===== config.mk =====
export PLATFORM = sky130hd
export DESIGN_NAME = seek_f_pipe
export DESIGN_NICKNAME = d
export VERILOG_FILES = /design/src/rtl/seek_f_pipe.sv
export SDC_FILE = /design/constraint.sdc
export NUM_CORES = 1
export LEC_CHECK = 0
export CORE_MARGIN = 1.5
export CORE_UTILIZATION = 35
export DETAILED_ROUTE_END_ITERATION = 16
export HOLD_SLACK_MARGIN = 0.02
export PLACE_DENSITY = 0.6
export SYNTH_ARGS = -nofsm -noshare
export SYNTH_HDL_FRONTEND = slang
export SYNTH_SLANG_ARGS = --single-unit

===== constraint.sdc =====
create_clock -name clk -period 3.3 [get_ports clk]
set_input_delay 0.99 -clock clk [delete_from_list [all_inputs] [get_ports clk]]
set_output_delay 0.99 -clock clk [all_outputs]
set_load 0.1 [all_outputs]

===== src/rtl/seek_f_pipe.sv =====
// Two-stage valid/ready pipeline computing f = ((s + m) << SHIFT) - s - cf per tagged beat,
// with per-channel sequence numbering. Define SEEK_F_SAT_EN to clamp negative results to 0.
module seek_f_pipe #(
    parameter int unsigned  DW    = 16,
    parameter int unsigned  SHIFT = 20,
    parameter int unsigned  FW    = 36,
    parameter int unsigned  NCH   = 4,
    parameter int unsigned  SQW   = 8,
    localparam int unsigned CW    = (NCH > 1) ? $clog2(NCH) : 1
) (
    input  logic           clk,
    input  logic           reset,
    input  logic           clr,
    input  logic           in_valid,
    output logic           in_ready,
    input  logic [CW-1:0]  in_ch,
    input  logic [DW-1:0]  c,
    input  logic [DW-1:0]  e,
    output logic           out_valid,
    input  logic           out_ready,
    output logic [FW-1:0]  out_f,
    output logic [CW-1:0]  out_ch,
    output logic [SQW-1:0] out_seq,
    output logic           ch_err
`ifdef SEEK_F_SAT_EN
    ,
    output logic           underflow
`endif
);
    localparam int unsigned AW = DW - 2;
    localparam int unsigned BW = 3;
    // One guard bit above the wider of the shifted term and the result keeps the sign.
    localparam int unsigned XW = ((AW + SHIFT > FW) ? AW + SHIFT : FW) + 1;

    logic                    run_q;
    logic                    s1_v_q, s1_v_d;
    logic [AW-1:0]           s1_sum_q, s1_sum_d;
    logic [BW-1:0]           s1_sub_q, s1_sub_d;
    logic [CW-1:0]           s1_ch_q, s1_ch_d;
    logic                    s2_v_q, s2_v_d;
    logic [FW-1:0]           s2_f_q, s2_f_d;
    logic [CW-1:0]           s2_ch_q, s2_ch_d;
    logic [SQW-1:0]          s2_seq_q, s2_seq_d;
    logic [NCH-1:0][SQW-1:0] cnt_q, cnt_d;
    logic                    ch_err_q, ch_err_d;
    logic                    s2_hs, s2_free, s1_adv, in_acc, in_good;
    logic [XW-1:0]           wide;
    logic [SQW-1:0]          seq_sel;
    logic                    unused_bits;
`ifdef SEEK_F_SAT_EN
    logic                    uf_q, uf_d;
    logic                    s2_neg_q, s2_neg_d;
`endif

    assign unused_bits = ^{e[DW-1:DW-2], c[DW-1], c[DW-4:0], wide[XW-1:FW]};

    // Handshakes, datapath and next-state for both stages and the bookkeeping.
    always_comb begin
        s2_hs    = s2_v_q && out_ready;
        s2_free  = !s2_v_q || out_ready;
        s1_adv   = s1_v_q && s2_free;
        in_ready = run_q && !clr && (!s1_v_q || s1_adv);
        in_acc   = in_valid && in_ready;
        in_good  = in_acc && (32'(in_ch) < NCH);

        wide = (XW'(s1_sum_q) << SHIFT) - XW'(s1_sub_q);

        // Sequence number the S1 beat will carry, bypassing a same-channel delivery this edge.
        seq_sel = '0;
        for (int i = 0; i < NCH; i++) begin
            if (s1_ch_q == CW'(i)) seq_sel = cnt_q[i];
        end
        if (s2_hs && s2_ch_q == s1_ch_q) seq_sel = seq_sel + SQW'(1);

        s1_v_d   = s1_v_q && !s1_adv;
        s1_sum_d = s1_sum_q;
        s1_sub_d = s1_sub_q;
        s1_ch_d  = s1_ch_q;
        s2_v_d   = s2_v_q && !s2_hs;
        s2_f_d   = s2_f_q;
        s2_ch_d  = s2_ch_q;
        s2_seq_d = s2_seq_q;
        cnt_d    = cnt_q;
        ch_err_d = ch_err_q || (in_acc && !in_good);
`ifdef SEEK_F_SAT_EN
        s2_neg_d = s2_neg_q;
        uf_d     = uf_q || (s2_hs && s2_neg_q);
`endif

        if (in_good) begin
            s1_v_d   = 1'b1;
            s1_sum_d = AW'(e[DW-3]) + AW'(e[DW-4:0]);
            s1_sub_d = BW'(e[DW-3]) + BW'(c[DW-2:DW-3]);
            s1_ch_d  = in_ch;
        end

        if (s1_adv) begin
            s2_v_d   = 1'b1;
            s2_ch_d  = s1_ch_q;
            s2_seq_d = seq_sel;
`ifdef SEEK_F_SAT_EN
            s2_f_d   = wide[XW-1] ? '0 : wide[FW-1:0];
            s2_neg_d = wide[XW-1];
`else
            s2_f_d   = wide[FW-1:0];
`endif
        end

        for (int i = 0; i < NCH; i++) begin
            if (s2_hs && s2_ch_q == CW'(i)) cnt_d[i] = cnt_q[i] + SQW'(1);
        end

        if (clr) begin
            s1_v_d   = 1'b0;
            s2_v_d   = 1'b0;
            cnt_d    = '0;
            ch_err_d = 1'b0;
`ifdef SEEK_F_SAT_EN
            uf_d     = 1'b0;
`endif
        end

        // Output payload reads as zero whenever nothing is offered.
        if (!s2_v_d) begin
            s2_f_d   = '0;
            s2_ch_d  = '0;
            s2_seq_d = '0;
`ifdef SEEK_F_SAT_EN
            s2_neg_d = 1'b0;
`endif
        end
    end

    always_ff @(posedge clk or negedge reset) begin
        if (!reset) begin
            run_q    <= 1'b0;
            s1_v_q   <= 1'b0;
            s1_sum_q <= '0;
            s1_sub_q <= '0;
            s1_ch_q  <= '0;
            s2_v_q   <= 1'b0;
            s2_f_q   <= '0;
            s2_ch_q  <= '0;
            s2_seq_q <= '0;
            cnt_q    <= '0;
            ch_err_q <= 1'b0;
`ifdef SEEK_F_SAT_EN
            uf_q     <= 1'b0;
            s2_neg_q <= 1'b0;
`endif
        end else begin
            run_q    <= 1'b1;
            s1_v_q   <= s1_v_d;
            s1_sum_q <= s1_sum_d;
            s1_sub_q <= s1_sub_d;
            s1_ch_q  <= s1_ch_d;
            s2_v_q   <= s2_v_d;
            s2_f_q   <= s2_f_d;
            s2_ch_q  <= s2_ch_d;
            s2_seq_q <= s2_seq_d;
            cnt_q    <= cnt_d;
            ch_err_q <= ch_err_d;
`ifdef SEEK_F_SAT_EN
            uf_q     <= uf_d;
            s2_neg_q <= s2_neg_d;
`endif
        end
    end

    assign out_valid = s2_v_q;
    assign out_f     = s2_f_q;
    assign out_ch    = s2_ch_q;
    assign out_seq   = s2_seq_q;
    assign ch_err    = ch_err_q;
`ifdef SEEK_F_SAT_EN
    assign underflow = uf_q;
`endif

endmodule


==> flow_summary.json <==
{
  "worst_setup_path_start_kind": "input pin",
  "grt_pass1_vias": 3116,
  "netlist_top_cells_count": "84 x dfrtp_1, 52 x nand2_1, 37 x nor2_1",
  "groute.usage.overall_pct": 15.5,
  "area_growth_pct": 22.4,
  "num_vias": 3179,
  "hpwl_um": 7140,
  "synth_top_family_by_area": "simple AND/OR/NAND/NOR gates",
  "synth_mux_area_share_pct": 6.79,
  "overflow": 0,
  "critPathTopFamily": "buffers and inverters",
  "arrival_ns": 2.16,
  "drv_cap": 0,
  "multi_input_area_um2": 2100,
  "async_reset_ff_share_pct": 100,
  "crit_required_ns": 2.31,
  "ant_nets": 0,
  "holdBufCountCts": 0,
  "clock_latency_ns": 0.34,
  "slew_violations": 0,
  "fmax_ghz": 0.317,
  "path_class": "in2out",
  "syn_inst": 424,
  "ys_types": 40,
  "tightest_slew_ns": 0.877,
  "rsz0062_at_grt": "false",
  "wl_per_cell_um": 14.8,
  "synth_seq_cells": 84,
  "routabilityCongestion": 0.779,
  "cp_cell_sequence": "clkdlybuf4s50_1, nor2b_1, a21oi_2, buf_12",
  "ys.flop_type": "dfrtp_1",
  "yosys.area.top_type_share_pct": 47.7,
  "regArea_um2": 2100,
  "nFillCells": 1133,
  "whs_ns": 0.477,
  "p_leak_nw": 2.39,
  "finalHoldViolCount": 0,
  "antenna_found_initial": 0,
  "grt_pass1_wl_um": 16000,
  "max_stage_delay_ns": 0.60,
  "slew_headroom_pct": 41.1,
  "power_density_nw_per_um2": 491,
  "avgSynthCellArea_um2": 10.4,
  "rows": 40,
  "num_antenna_cells": 0,
  "critPathSlowestCell": "clkdlybuf4s50_1",
  "synth-seq-area-share_pct": 47.7,
  "fin_skew_ns": 0.00444,
  "finalWirelength_um": 9630,
  "synthSimpleGateAreaFrac_pct": 19.1,
  "tritoncts": "yes",
  "portBuffers": 70,
  "synth-edff-count": 0,
  "path_clk_slew_ns": 0.06,
  "peakVddDrop_mv": 0.274,
  "synthTopCellsByArea": "dfrtp_1 48%, xor2_1 7.2%, xnor2_1 5.0%",
  "cts.sinks": 84,
  "tritoncts.num_buffers": 9,
  "cts_root_buffer": "clkbuf_16",
  "nets": 527,
  "post_cts_resized": 0,
  "synth_compound_area_share_pct": 6.19,
  "drtIter0Drc": 163,
  "synth_fp_nets": 474,
  "die_area_um2": 13300,
  "post-route-drc-count": 0,
  "clockBufferDepth": 2,
  "synth_area_leader_cell": "dfrtp_1",
  "synthMostInstantiatedCell": "dfrtp_1",
  "die_x_um": 115,
  "end_kind": "primary output",
  "post_drt_via_cell_ratio": 4.89,
  "postCtsSetupBuffers": 0,
  "ioPinCount": 88,
  "initial_core_util_pct": 36.2,
  "fp.dieH_um": 115,
  "ys_warn_count": 0,
  "hold_class": "reg2reg",
  "syn_area_um2": 4400,
  "cts_max_level": 3,
  "path_max_fanout": 7,
  "final.setup.tns_ns": 0,
  "synth_fa_ha_area_share_pct": 3.13,
  "cp.buffers_inverters": 2,
  "setup_viol": 0,
  "coreArea_um2": 12200,
  "synth_xor_area_share_pct": 12.1,
  "period_share_pct": 95.5,
  "dr.pass1.iters": 4,
  "r2r_slack_ns": 1.16,
  "grt_max_degree": 44,
  "finalCriticalPeriod_ns": 3.15,
  "drive_gt1_share_pct": 20.3,
  "status": "complete, no violations"
}
[placed cells by master, fill, tap and decap left out, drive strengths merged, types with 2 or more instances in the layout]
cell           instances
a21oi                  3
nand2                 52
mux2                   7
mux4                   8
nand4                 14
clkdlybuf4s50         21
dfrtp                 84
nand3                 13
clkbuf                13
inv                    3
nor2                  37
and4b                  2
and2                   3
and3                  11
nor3                   6
nor4                   5
xnor2                 25
a22o                   4
nor2b                  2
conb                   2
mux2i                  4
or4                    2
o21ai                 39
buf                   56
and4                   5
or3                    2
nand2b                 4
ha                    11
xor2                  36
[stage by stage]
stage / cells / instance area, um2 / total power [mW] / util (%) / setup slack (ns)
final: 650 / 5390 / 2.65 / 44.3 / 0.149
after global routing: 650 / 5390 / 2.76 / 44.3 / 0.0824
after CTS: 650 / 5390 / 2.67 / 44.3 / 0.139
after detailed placement: 634 / 5070 / 1.60 / 41.7 / 0.150
after global placement: 634 / 5070 / 1.59 / 41.7 / 0.155
after floorplan: 424 / 4410 / 1.46 / - / 0.157
[final cells by class]
| class | instances | area share, % |
|---|---|---|
| clock buffer | 13 | 5.20 |
| clock inverter | 3 | 0.789 |
| inverter | 3 | 0.209 |
| multi-input combinational | 302 | 39.0 |
| sequential | 84 | 39.0 |
| tap | 168 | 3.90 |
| timing repair buffer | 77 | 11.9 |
[power breakdown]
group	leakage, nW	internal [mW]	switching (mW)	total, mW
logic	1.09	0.150	0.260	0.410
registers	1.14	1.08	0.0874	1.17
clock network	0.158	0.668	0.404	1.07
[worst register-to-register path, stage by stage (launching register included)]
cell	delay (ns)
dfrtp_1	0.76
mux4_2	0.65
ha_1	0.26
nand4_1	0.09
xor2_1	0.16
o21ai_0	0.09
[path summary, 6_finish.rpt]
| kind | endpoint | depth (start not counted) | startpoint |
|---|---|---|---|
| min in group asynchronous | cnt_q[8] | 1 | reset |
| max in group asynchronous | cnt_q[10] | 2 | reset |
| setup reg to reg | out_seq[6] | 5 | s1_ch_q[0] |
| setup / recovery | in_ready | 4 | out_ready |
| hold / removal | out_f[24] | 1 | out_f[24] |
| hold reg to reg | out_f[24] | 1 | out_f[24] |
[registers in the layout, indices dropped and copies added (netlist names), 2 cells and up]
register and cells:
out_f 20, out_ch 2, s1_sum_q 14, cnt_q 32
s1_ch_q 2, s1_sub_q 3, out_seq 8
[layer usage]
metal,track usage (%),part of all wire [%],vias to the layer above
met5,0,0,-
met4,4.69,1.3,0
met3,3.06,3.6,8
met2,24.4,45,72
met1,21.8,50,1545
li1,-,-,1554
[cell families after synthesis]
group / after synthesis
AO/OA/AOI/OAI: 49
XOR/XNOR: 61
adder cells (fa/ha/maj): 11
buffers and inverters: 38
flip-flops: 84
multiplexers: 19
other: 2
AND/OR/NAND/NOR: 160
No activity file was read; power rests on OpenSTA's default activity.
